File: config.mk
export PLATFORM = sky130hd
export DESIGN_NAME = mem_lane_sequencer
export DESIGN_NICKNAME = d
export VERILOG_FILES = /design/src/rtl/mem_lane_sequencer.sv
export SDC_FILE = /design/constraint.sdc
export NUM_CORES = 1
export LEC_CHECK = 0
export ABC_CLOCK_PERIOD_IN_PS = 2900
export CAP_MARGIN = 20
export CORE_AREA = 2 2 434 436
export DETAILED_ROUTE_END_ITERATION = 12
export DIE_AREA = 0 0 436 438
export HOLD_SLACK_MARGIN = 0.03
export PLACE_DENSITY = 0.31
export SYNTH_ARGS = -nofsm -noshare
export SYNTH_HDL_FRONTEND = slang
export SYNTH_SLANG_ARGS = --single-unit
File: constraint.sdc
create_clock -name clk -period 2.9 [get_ports clk]
set_input_delay 0.58 -clock clk [delete_from_list [all_inputs] [get_ports clk]]
set_output_delay 0.58 -clock clk [all_outputs]
set_load 0.02 [all_outputs]
File: src/rtl/mem_lane_sequencer.sv
// mem_lane_sequencer: host command sequencer that drives the accelerator's
// memory-lane control word, lane data and start/eoc pulses; returns reads.
module mem_lane_sequencer #(
  parameter int memDataLen       = 16,
  parameter int numMemLanes      = 16,
  parameter int logMemNamespaces = 2,
  parameter int logNumPeMemLanes = 2,
  parameter int rdLatency        = 8,
  parameter int cntLen           = 16,
  localparam int memCtrlIn =
    logMemNamespaces + (logNumPeMemLanes + 1) * numMemLanes,
  localparam int W = memDataLen * numMemLanes
) (
  input  logic                        clk,
  input  logic                        reset,
  input  logic                        cmd_valid,
  output logic                        cmd_ready,
  input  logic [1:0]                  cmd_op,
  input  logic [logMemNamespaces-1:0] cmd_ns,
  input  logic [cntLen-1:0]           cmd_beats,
  input  logic [W-1:0]                wr_data,
  input  logic                        wr_valid,
  output logic                        wr_ready,
  output logic [W-1:0]                rd_data,
  output logic                        rd_valid,
  output logic                        busy,
  output logic                        done,
  output logic                        start,
  output logic                        eoc,
  output logic [memCtrlIn-1:0]        mem_ctrl_in,
  output logic                        mem_rd_wrt,
  output logic [W-1:0]                mem_data_input,
  input  logic [W-1:0]                mem_data_output,
  input  logic                        eol
);

  localparam int PW = logNumPeMemLanes;
  localparam int FW = logNumPeMemLanes + 1;

  localparam logic [1:0] OP_WRITE   = 2'd0;
  localparam logic [1:0] OP_READ    = 2'd1;
  localparam logic [1:0] OP_COMPUTE = 2'd2;

  typedef enum logic [2:0] {
    S_IDLE,
    S_WRITE,
    S_READ,
    S_DRAIN,
    S_COMPUTE,
    S_DONE
  } state_e;

  state_e                      state_q, state_d;
  logic [logMemNamespaces-1:0] ns_q, ns_d;
  logic [cntLen-1:0]           remaining_q, remaining_d;
  logic [cntLen-1:0]           inflight_q, inflight_d;
  logic [PW-1:0]               pe_sel_q, pe_sel_d;
  logic [rdLatency-1:0]        flag_sr_q, flag_sr_d;

  logic                        cmd_ready_q, cmd_ready_d;
  logic                        wr_ready_q, wr_ready_d;
  logic [W-1:0]                rd_data_q, rd_data_d;
  logic                        rd_valid_q, rd_valid_d;
  logic                        busy_q, busy_d;
  logic                        done_q, done_d;
  logic                        start_q, start_d;
  logic                        eoc_q, eoc_d;
  logic [memCtrlIn-1:0]        ctrl_q, ctrl_d;
  logic                        rd_wrt_q, rd_wrt_d;
  logic [W-1:0]                din_q, din_d;

  logic [memCtrlIn-1:0]        lane_ctrl;
  logic                        issue;
  logic                        emerge;

  // Active lane word: every lane valid, all lanes share the current PE select.
  always_comb begin
    lane_ctrl = '0;
    lane_ctrl[logMemNamespaces-1:0] = ns_q;
    for (int i = 0; i < numMemLanes; i++) begin
      lane_ctrl[logMemNamespaces + FW*i +: FW] = {pe_sel_q, 1'b1};
    end
  end

  always_comb begin
    state_d     = state_q;
    ns_d        = ns_q;
    remaining_d = remaining_q;
    pe_sel_d    = pe_sel_q;
    ctrl_d      = '0;
    rd_wrt_d    = 1'b0;
    din_d       = '0;
    start_d     = 1'b0;
    eoc_d       = 1'b0;
    rd_valid_d  = 1'b0;
    rd_data_d   = rd_data_q;
    issue       = 1'b0;

    // Flag enters the pipe while the read is on the lane bus.
    emerge       = flag_sr_q[rdLatency-1];
    flag_sr_d    = flag_sr_q << 1;
    flag_sr_d[0] = rd_wrt_q;

    if (emerge) begin
      rd_valid_d = 1'b1;
      rd_data_d  = mem_data_output;
    end

    unique case (state_q)
      S_IDLE: begin
        if (cmd_valid && cmd_ready_q) begin
          ns_d        = cmd_ns;
          remaining_d = cmd_beats;
          pe_sel_d    = '0;
          unique case (cmd_op)
            OP_WRITE:
              state_d = (cmd_beats == '0) ? S_DONE : S_WRITE;
            OP_READ:
              state_d = (cmd_beats == '0) ? S_DONE : S_READ;
            OP_COMPUTE: begin
              state_d = S_COMPUTE;
              start_d = 1'b1;
            end
            default: begin
              state_d = S_DONE;
              eoc_d   = 1'b1;
            end
          endcase
        end
      end
      S_WRITE: begin
        if (remaining_q == '0) begin
          state_d = S_DONE;
        end else if (wr_valid && wr_ready_q) begin
          ctrl_d      = lane_ctrl;
          din_d       = wr_data;
          pe_sel_d    = pe_sel_q + PW'(1);
          remaining_d = remaining_q - cntLen'(1);
        end
      end
      S_READ: begin
        issue       = 1'b1;
        ctrl_d      = lane_ctrl;
        rd_wrt_d    = 1'b1;
        pe_sel_d    = pe_sel_q + PW'(1);
        remaining_d = remaining_q - cntLen'(1);
        if (remaining_q == cntLen'(1)) state_d = S_DRAIN;
      end
      S_DRAIN: begin
        if (inflight_q == '0) state_d = S_DONE;
      end
      S_COMPUTE: begin
        if (!start_q && eol) state_d = S_DONE;
      end
      S_DONE:  state_d = S_IDLE;
      default: state_d = S_IDLE;
    endcase

    inflight_d  = inflight_q + cntLen'(issue) - cntLen'(emerge);
    cmd_ready_d = (state_d == S_IDLE);
    busy_d      = (state_d != S_IDLE);
    done_d      = (state_d == S_DONE);
    wr_ready_d  = (state_d == S_WRITE) && (remaining_d != '0);
  end

  always_ff @(posedge clk) begin
    if (reset) begin
      state_q     <= S_IDLE;
      ns_q        <= '0;
      remaining_q <= '0;
      inflight_q  <= '0;
      pe_sel_q    <= '0;
      flag_sr_q   <= '0;
      cmd_ready_q <= 1'b0;
      wr_ready_q  <= 1'b0;
      rd_data_q   <= '0;
      rd_valid_q  <= 1'b0;
      busy_q      <= 1'b0;
      done_q      <= 1'b0;
      start_q     <= 1'b0;
      eoc_q       <= 1'b0;
      ctrl_q      <= '0;
      rd_wrt_q    <= 1'b0;
      din_q       <= '0;
    end else begin
      state_q     <= state_d;
      ns_q        <= ns_d;
      remaining_q <= remaining_d;
      inflight_q  <= inflight_d;
      pe_sel_q    <= pe_sel_d;
      flag_sr_q   <= flag_sr_d;
      cmd_ready_q <= cmd_ready_d;
      wr_ready_q  <= wr_ready_d;
      rd_data_q   <= rd_data_d;
      rd_valid_q  <= rd_valid_d;
      busy_q      <= busy_d;
      done_q      <= done_d;
      start_q     <= start_d;
      eoc_q       <= eoc_d;
      ctrl_q      <= ctrl_d;
      rd_wrt_q    <= rd_wrt_d;
      din_q       <= din_d;
    end
  end

  assign cmd_ready      = cmd_ready_q;
  assign wr_ready       = wr_ready_q;
  assign rd_data        = rd_data_q;
  assign rd_valid       = rd_valid_q;
  assign busy           = busy_q;
  assign done           = done_q;
  assign start          = start_q;
  assign eoc            = eoc_q;
  assign mem_ctrl_in    = ctrl_q;
  assign mem_rd_wrt     = rd_wrt_q;
  assign mem_data_input = din_q;

endmodule

After elaboration in Yosys (flattened, before gate mapping)
Cells that the tools add are included.
{"block": "classes", "n_mux": 24, "n_eq_ne": 12, "n_addsub": 4, "n_bitwise": 4, "reduce_logical": 19}
{"cell": "50-bit 2-to-1 mux", "n": 2}
{"cell": "50-bit one-hot mux with 2 select lines", "n": 1}
{"cell": "16-bit logical NOT", "n": 3}
{"cell": "16-bit 2-to-1 mux", "n": 3}
{"cell": "16-bit one-hot mux with 3 select lines", "n": 1}
{"cell": "3-bit 2-to-1 mux", "n": 7}
{"cell": "16-bit by 1-bit adder with 16-bit output", "n": 1}
{"cell": "16-bit by 1-bit equality test with 1-bit output (second input constant)", "n": 1}
{"cell": "16-bit nonzero test", "n": 1}
{"cell": "16-bit by 1-bit subtractor with 16-bit output", "n": 1}
{"cell": "16-bit by 1-bit subtractor with 16-bit output (second input constant)", "n": 1}
{"cell": "3-bit one-hot mux with 5 select lines", "n": 1}
{"cell": "3-bit one-hot mux with 3 select lines", "n": 1}
{"cell": "3-bit by 1-bit equality test with 1-bit output (second input constant)", "n": 2}
{"cell": "3-bit by 2-bit equality test with 1-bit output (second input constant)", "n": 2}
{"cell": "3-bit equality test (second input constant)", "n": 2}
{"cell": "3-bit logical NOT", "n": 2}
{"cell": "2-bit 2-to-1 mux", "n": 3}
{"cell": "2-bit != test (second input constant)", "n": 3}
{"cell": "2-bit one-hot mux with 3 select lines", "n": 1}
{"cell": "3-bit nonzero test", "n": 2}
{"cell": "3-bit OR reduction", "n": 2}
{"cell": "1-bit logical AND", "n": 4}
{"cell": "1-bit 2-to-1 mux", "n": 4}
{"cell": "other kinds (9)", "n": 12}
{"block": "word_totals", "wordCells": 80, "reg_bits": 617, "output_inout_bits": 570, "inputBits": 537}

Longest topological paths before layout
{"block": "depth", "depth_word": 7, "ltp_mapped": 16}

Worst setup path after synthesis
OpenSTA, ideal clock, no wires.
{"block": "synth_timing", "kind": "register to register", "startpoint": "reg state_q[2]", "endpoint": "reg inflight_q[14]", "slack_ps": -293, "required_ps": 2779, "stages_incl_launch_ff": 17, "n_path_buf": 1, "t_arrival_ps": 3072, "synth_period_minus_slack_ps": 3193, "path_cell_list": "dfxtp_1 > clkbuf_1 > nor2_1 > nand2_1 > ha_1 > inv_1 > ha_1 > inv_1 > fa_1 > nand2b_1 > a21oi_1 > o21ai_0 > nor2b_1 > o21ai_0 > a21o_1 > a221oi_1 > mux2_2"}
{"block": "synth_between", "elab_chain_cells": 4}
{"item": "start: declaration", "line_no": "53", "text": "state_e state_q, state_d;"}
{"item": "start signal: assignment", "line_no": "186", "text": "state_q <= state_d;"}
{"item": "3-bit by 2-bit equality test with 1-bit output", "line_no": "109", "text": "unique case (state_q)"}
{"item": "1-bit 2-to-1 mux", "line_no": "109"}
{"item": "16-bit by 1-bit adder with 16-bit output", "line_no": "159", "text": "inflight_d = inflight_q + cntLen'(issue) - cntLen'(emerge);"}
{"item": "16-bit by 1-bit subtractor with 16-bit output", "line_no": "159"}
{"item": "end signal: assignment", "line_no": "189", "text": "inflight_q <= inflight_d;"}
{"item": "end: declaration", "line_no": "56", "text": "logic [cntLen-1:0] inflight_q, inflight_d;"}
No other way between the ends.
A chain may end at the register's enable or synchronous reset.

Final worst setup path
{"block": "layout_timing", "startpoint": "reg state_q[0]", "endpoint": "reg inflight_q[14]"}
The elaborated chain is that of the path after synthesis.

==> metrics.txt <==
# TYPE chip_impl_metric gauge
chip_impl_info{name="worstPathCellList",value="nor2_4, nand2_2, ha_1, inv_1, ha_1, inv_1, fa_2, nand2b_1, a21oi_2, o21ai_2, nor2b_4, o21ai_2, a21o_1, a221oi_2, mux2_2"} 1
chip_impl_metric{name="drt_iter0_markers",unit=""} 521
chip_impl_metric{name="clkSinkCount",unit=""} 572
chip_impl_info{name="startpoint_type",value="register"} 1
chip_impl_metric{name="area_growth",unit="%"} 87.2
chip_impl_metric{name="clk_transition_reported_paths",unit="ps"} 60
chip_impl_metric{name="final.fill_count",unit=""} 20715
chip_impl_info{name="cts_tree",value="yes"} 1
chip_impl_metric{name="port_buffers",unit=""} 1106
chip_impl_metric{name="synth_enable_flop_cells",unit=""} 0
chip_impl_metric{name="global_route.usage.total",unit="%"} 10.1
chip_impl_metric{name="drc",unit=""} 0
chip_impl_metric{name="synth_async_sr_flop_share",unit="%"} 0
chip_impl_metric{name="fin_crit_sh",unit="%"} 93.6
chip_impl_metric{name="worstPathArrival",unit="ps"} 3290
chip_impl_metric{name="skew",unit="ps"} 34.9
chip_impl_metric{name="clk-insertion-delay-late",unit="ps"} 700
chip_impl_metric{name="final-hold-violation-count",unit=""} 0
chip_impl_metric{name="place_hpwl",unit="mm"} 78.4
chip_impl_metric{name="fin_util",unit="%"} 19.4
chip_impl_metric{name="synthesis.nets",unit=""} 2355
chip_impl_metric{name="yosysWarnings",unit=""} 0
chip_impl_metric{name="grt_antenna_before_repair",unit=""} 15
chip_impl_metric{name="ctsLongestPathBuffers",unit=""} 3
chip_impl_metric{name="timing.critical_path.buf_inv",unit=""} 2
chip_impl_metric{name="synthesis.area",unit="um^2"} 19300
chip_impl_metric{name="floorplan.die.width",unit="um"} 436
chip_impl_metric{name="worst-slew-pin-transition",unit="ps"} 953
chip_impl_metric{name="cpPeakStageDelay",unit="ps"} 350
chip_impl_metric{name="num_vias",unit=""} 16377
chip_impl_metric{name="die_area",unit="um^2"} 191000
chip_impl_info{name="layout_commonest_cell",value="sky130_fd_sc_hd__clkdlybuf4s50_1"} 1
chip_impl_metric{name="rows",unit=""} 159
chip_impl_metric{name="post_synthesis_sequential_area_ratio",unit="%"} 59.4
chip_impl_info{name="synth.largest_area_cell",value="sky130_fd_sc_hd__dfxtp_1"} 1
chip_impl_info{name="path_class",value="reg -> reg"} 1
chip_impl_metric{name="worst_ir_drop_vdd",unit="mV"} 0.412
chip_impl_metric{name="route.detailed.vias_per_inst",unit=""} 3.00
chip_impl_metric{name="final_cell_count_no_fill",unit=""} 5463
chip_impl_metric{name="power.static_leakage",unit="uW"} 0.0126
chip_impl_metric{name="net_total_in_the_final_layout",unit=""} 3461
chip_impl_metric{name="antenna_violating_nets_remaining",unit=""} 0
chip_impl_info{name="mostFrequentLayoutCells",value="1105 x sky130_fd_sc_hd__clkdlybuf4s50_1, 571 x sky130_fd_sc_hd__dfxtp_1, 302 x sky130_fd_sc_hd__nor2_1"} 1
chip_impl_metric{name="wire_per_inst",unit="um"} 18.2
chip_impl_metric{name="final_layout_size_suffix_gt1_share",unit="%"} 7.20
chip_impl_info{name="synth_area_leaders",value="sky130_fd_sc_hd__dfxtp_1 59%, sky130_fd_sc_hd__mux2i_1 13%, sky130_fd_sc_hd__and2_1 8.3%"} 1
chip_impl_metric{name="cp_data_required_time",unit="ps"} 3470
chip_impl_info{name="result_of_the_run",value="complete, no violations"} 1
chip_impl_metric{name="post-place-cells",unit=""} 5310
chip_impl_metric{name="yosys.area.top_type_share",unit="%"} 59.4
chip_impl_metric{name="placeableCoreArea",unit="um^2"} 187000
chip_impl_metric{name="floorplan.io_pins",unit=""} 1107
chip_impl_metric{name="cts_buffers",unit=""} 80
chip_impl_metric{name="postSynthRegisterBits",unit=""} 572
chip_impl_info{name="hp-class",value="in -> reg"} 1
chip_impl_metric{name="headroom_to_the_max_slew_limit",unit="%"} 36.5
chip_impl_metric{name="grt_pass1_vias",unit=""} 17107
chip_impl_metric{name="grt.overflow.total",unit=""} 0
chip_impl_info{name="crit_path_top_delay_cell",value="sky130_fd_sc_hd__mux2_2"} 1
chip_impl_metric{name="fin_hold_ws",unit="ps"} 327
chip_impl_metric{name="die_y",unit="um"} 438
chip_impl_metric{name="grt_first_pass_wirelength",unit="mm"} 137
chip_impl_info{name="rsz_0062_raised_after_global_routing",value="true"} 1
chip_impl_metric{name="report.final.slew_viol_count",unit=""} 0
chip_impl_metric{name="timing_limited_maximum_frequency",unit="MHz"} 368
chip_impl_metric{name="synth_cells",unit=""} 1792
chip_impl_metric{name="p_total",unit="uW"} 21700
chip_impl_metric{name="routed_wl",unit="mm"} 99.6
chip_impl_metric{name="cts-htree-levels",unit=""} 3
chip_impl_metric{name="drv_cap",unit=""} 0
chip_impl_metric{name="syn_area_per_cell",unit="um^2"} 10.8
chip_impl_info{name="clock-root-buffer",value="sky130_fd_sc_hd__clkbuf_16"} 1
chip_impl_metric{name="worst-path-max-fanout",unit=""} 2
chip_impl_metric{name="netlist-cell-type-count",unit=""} 62
chip_impl_info{name="critPathCaptureType",value="register"} 1
chip_impl_metric{name="gpl.final_weighted_congestion",unit=""} 0.779
chip_impl_metric{name="drtPass1Iterations",unit=""} 4
chip_impl_metric{name="powerDensity",unit="nW/um^2"} 602
chip_impl_metric{name="final_setup_viols",unit=""} 0
chip_impl_metric{name="initial_utilization",unit="%"} 10.3
chip_impl_metric{name="fin_setup_tns",unit="ps"} 0
chip_impl_info{name="yosys_most_used_dff",value="sky130_fd_sc_hd__dfxtp_1"} 1
chip_impl_metric{name="finalCriticalPeriod",unit="ps"} 2720
chip_impl_metric{name="grt_start_max_net_pins",unit=""} 108
chip_impl_metric{name="hold_buf_cts",unit=""} 0
chip_impl_info{name="path_delay_family",value="compound AO/OA/AOI/OAI gates"} 1
==> final timing paths <==
check               start        endpoint  slack [ps]  depth (start not counted)
min                 reset    rd_data[208]         330                          2
max            state_q[0]  inflight_q[14]         180                         15
min reg2reg  flag_sr_q[1]    flag_sr_q[2]         430                          1
max reg2reg    state_q[0]  inflight_q[14]         180                         15
==> layer usage <==
metal  global-route usage [%]  vias to the layer above  part of all wire [%]
met5                        0                        -                 0.023
met4                     3.35                        4                   2.2
met3                     3.84                       99                   8.2
met2                     18.7                      592                    53
met1                     10.4                     7618                    36
li1                         -                     8064                     -
==> sequential cells by signal, indices dropped and copies added, names as in the netlist <==
signal and cells:
cmd_ready 1, busy 1, rd_data 256, ns_q 2, remaining_q 16, mem_rd_wrt 1, state_q 3, inflight_q 16
done 1, pe_sel_q 2, rd_valid 1, wr_ready 1, eoc 1, start 1, mem_data_input 256, flag_sr_q 8
mem_ctrl_in 5
==> cell families after synthesis <==
logic type,count (synthesis),share of synthesized area [%]
xor+xnor,14,0.636
mux,259,13.5
simple gates,665,17.5
buf+inv,171,4.28
compound gates,85,3.09
flops,572,59.4
fa+ha+maj,26,1.73
==> synth_stat cells (3+ instances only) <==
| master | count |
|---|---|
| sky130_fd_sc_hd__dfxtp_1 | 572 |
| sky130_fd_sc_hd__nor2_1 | 305 |
| sky130_fd_sc_hd__and2_1 | 257 |
| sky130_fd_sc_hd__mux2i_1 | 257 |
| sky130_fd_sc_hd__clkbuf_1 | 66 |
| sky130_fd_sc_hd__buf_4 | 46 |
| sky130_fd_sc_hd__inv_1 | 28 |
| sky130_fd_sc_hd__buf_1 | 27 |
| sky130_fd_sc_hd__a21oi_1 | 25 |
| sky130_fd_sc_hd__ha_1 | 25 |
| sky130_fd_sc_hd__nand2_1 | 20 |
| sky130_fd_sc_hd__nor2b_1 | 18 |
| sky130_fd_sc_hd__nor3_1 | 14 |
| sky130_fd_sc_hd__o21ai_0 | 14 |
| sky130_fd_sc_hd__nor4_1 | 12 |
| sky130_fd_sc_hd__xnor2_1 | 9 |
| sky130_fd_sc_hd__a221oi_1 | 6 |
| sky130_fd_sc_hd__nand2b_1 | 6 |
| sky130_fd_sc_hd__nand3_1 | 6 |
| sky130_fd_sc_hd__a21o_1 | 5 |
| sky130_fd_sc_hd__a31oi_1 | 5 |
| sky130_fd_sc_hd__xor2_1 | 5 |
| sky130_fd_sc_hd__and3_1 | 4 |
| sky130_fd_sc_hd__o21bai_1 | 4 |
| sky130_fd_sc_hd__a221oi_2 | 3 |
| sky130_fd_sc_hd__buf_2 | 3 |
| sky130_fd_sc_hd__nand3b_1 | 3 |
| sky130_fd_sc_hd__nand4_1 | 3 |
| sky130_fd_sc_hd__or3_1 | 3 |
| sky130_fd_sc_hd__or4_1 | 3 |
==> report_power, final <==
| group | internal, uW | switching (uW) | total, uW | leakage (uW) |
|---|---|---|---|---|
| logic | 1780 | 1620 | 3400 | 0.00669 |
| clock network | 6080 | 4050 | 10100 | 0.00130 |
| registers | 8040 | 152 | 8190 | 0.00461 |
| total | 15900 | 5830 | 21700 | 0.0126 |
==> final cells by class <==
type | count | area, um^2 | share of cell area (%)
Clock inverter | 20 | 264 | 0.731
Multi-Input combinational cell | 1049 | 7090 | 19.6
Inverter | 28 | 105 | 0.291
Clock buffer | 123 | 2410 | 6.66
Tap cell | 2495 | 3120 | 8.64
Antenna cell | 9 | 22.5 | 0.0624
Sequential cell | 572 | 11500 | 31.7
Timing Repair Buffer | 1167 | 11700 | 32.3
==> metrics by stage <==
stage          worst slack (ps)  cell area (um^2)
2_1_floorplan             -17.3             19300
3_3_place_gp              -18.6             33400
3_5_place_dp               16.6             33400
4_1_cts                    16.7             36000
5_1_grt                   -29.3             36100
6_report                    185             36100
==> what timing repair did <==
| item | in CTS | in global routing |
|---|---|---|
| cloned | 0 | 0 |
| resized for setup | 1 | 12 |
| setup buffers | 0 | 1 |
| endpoints found under the setup margin | 2 | 7 |
| pin swaps | 0 | 3 |
Power figures use the tool's default switching activity.
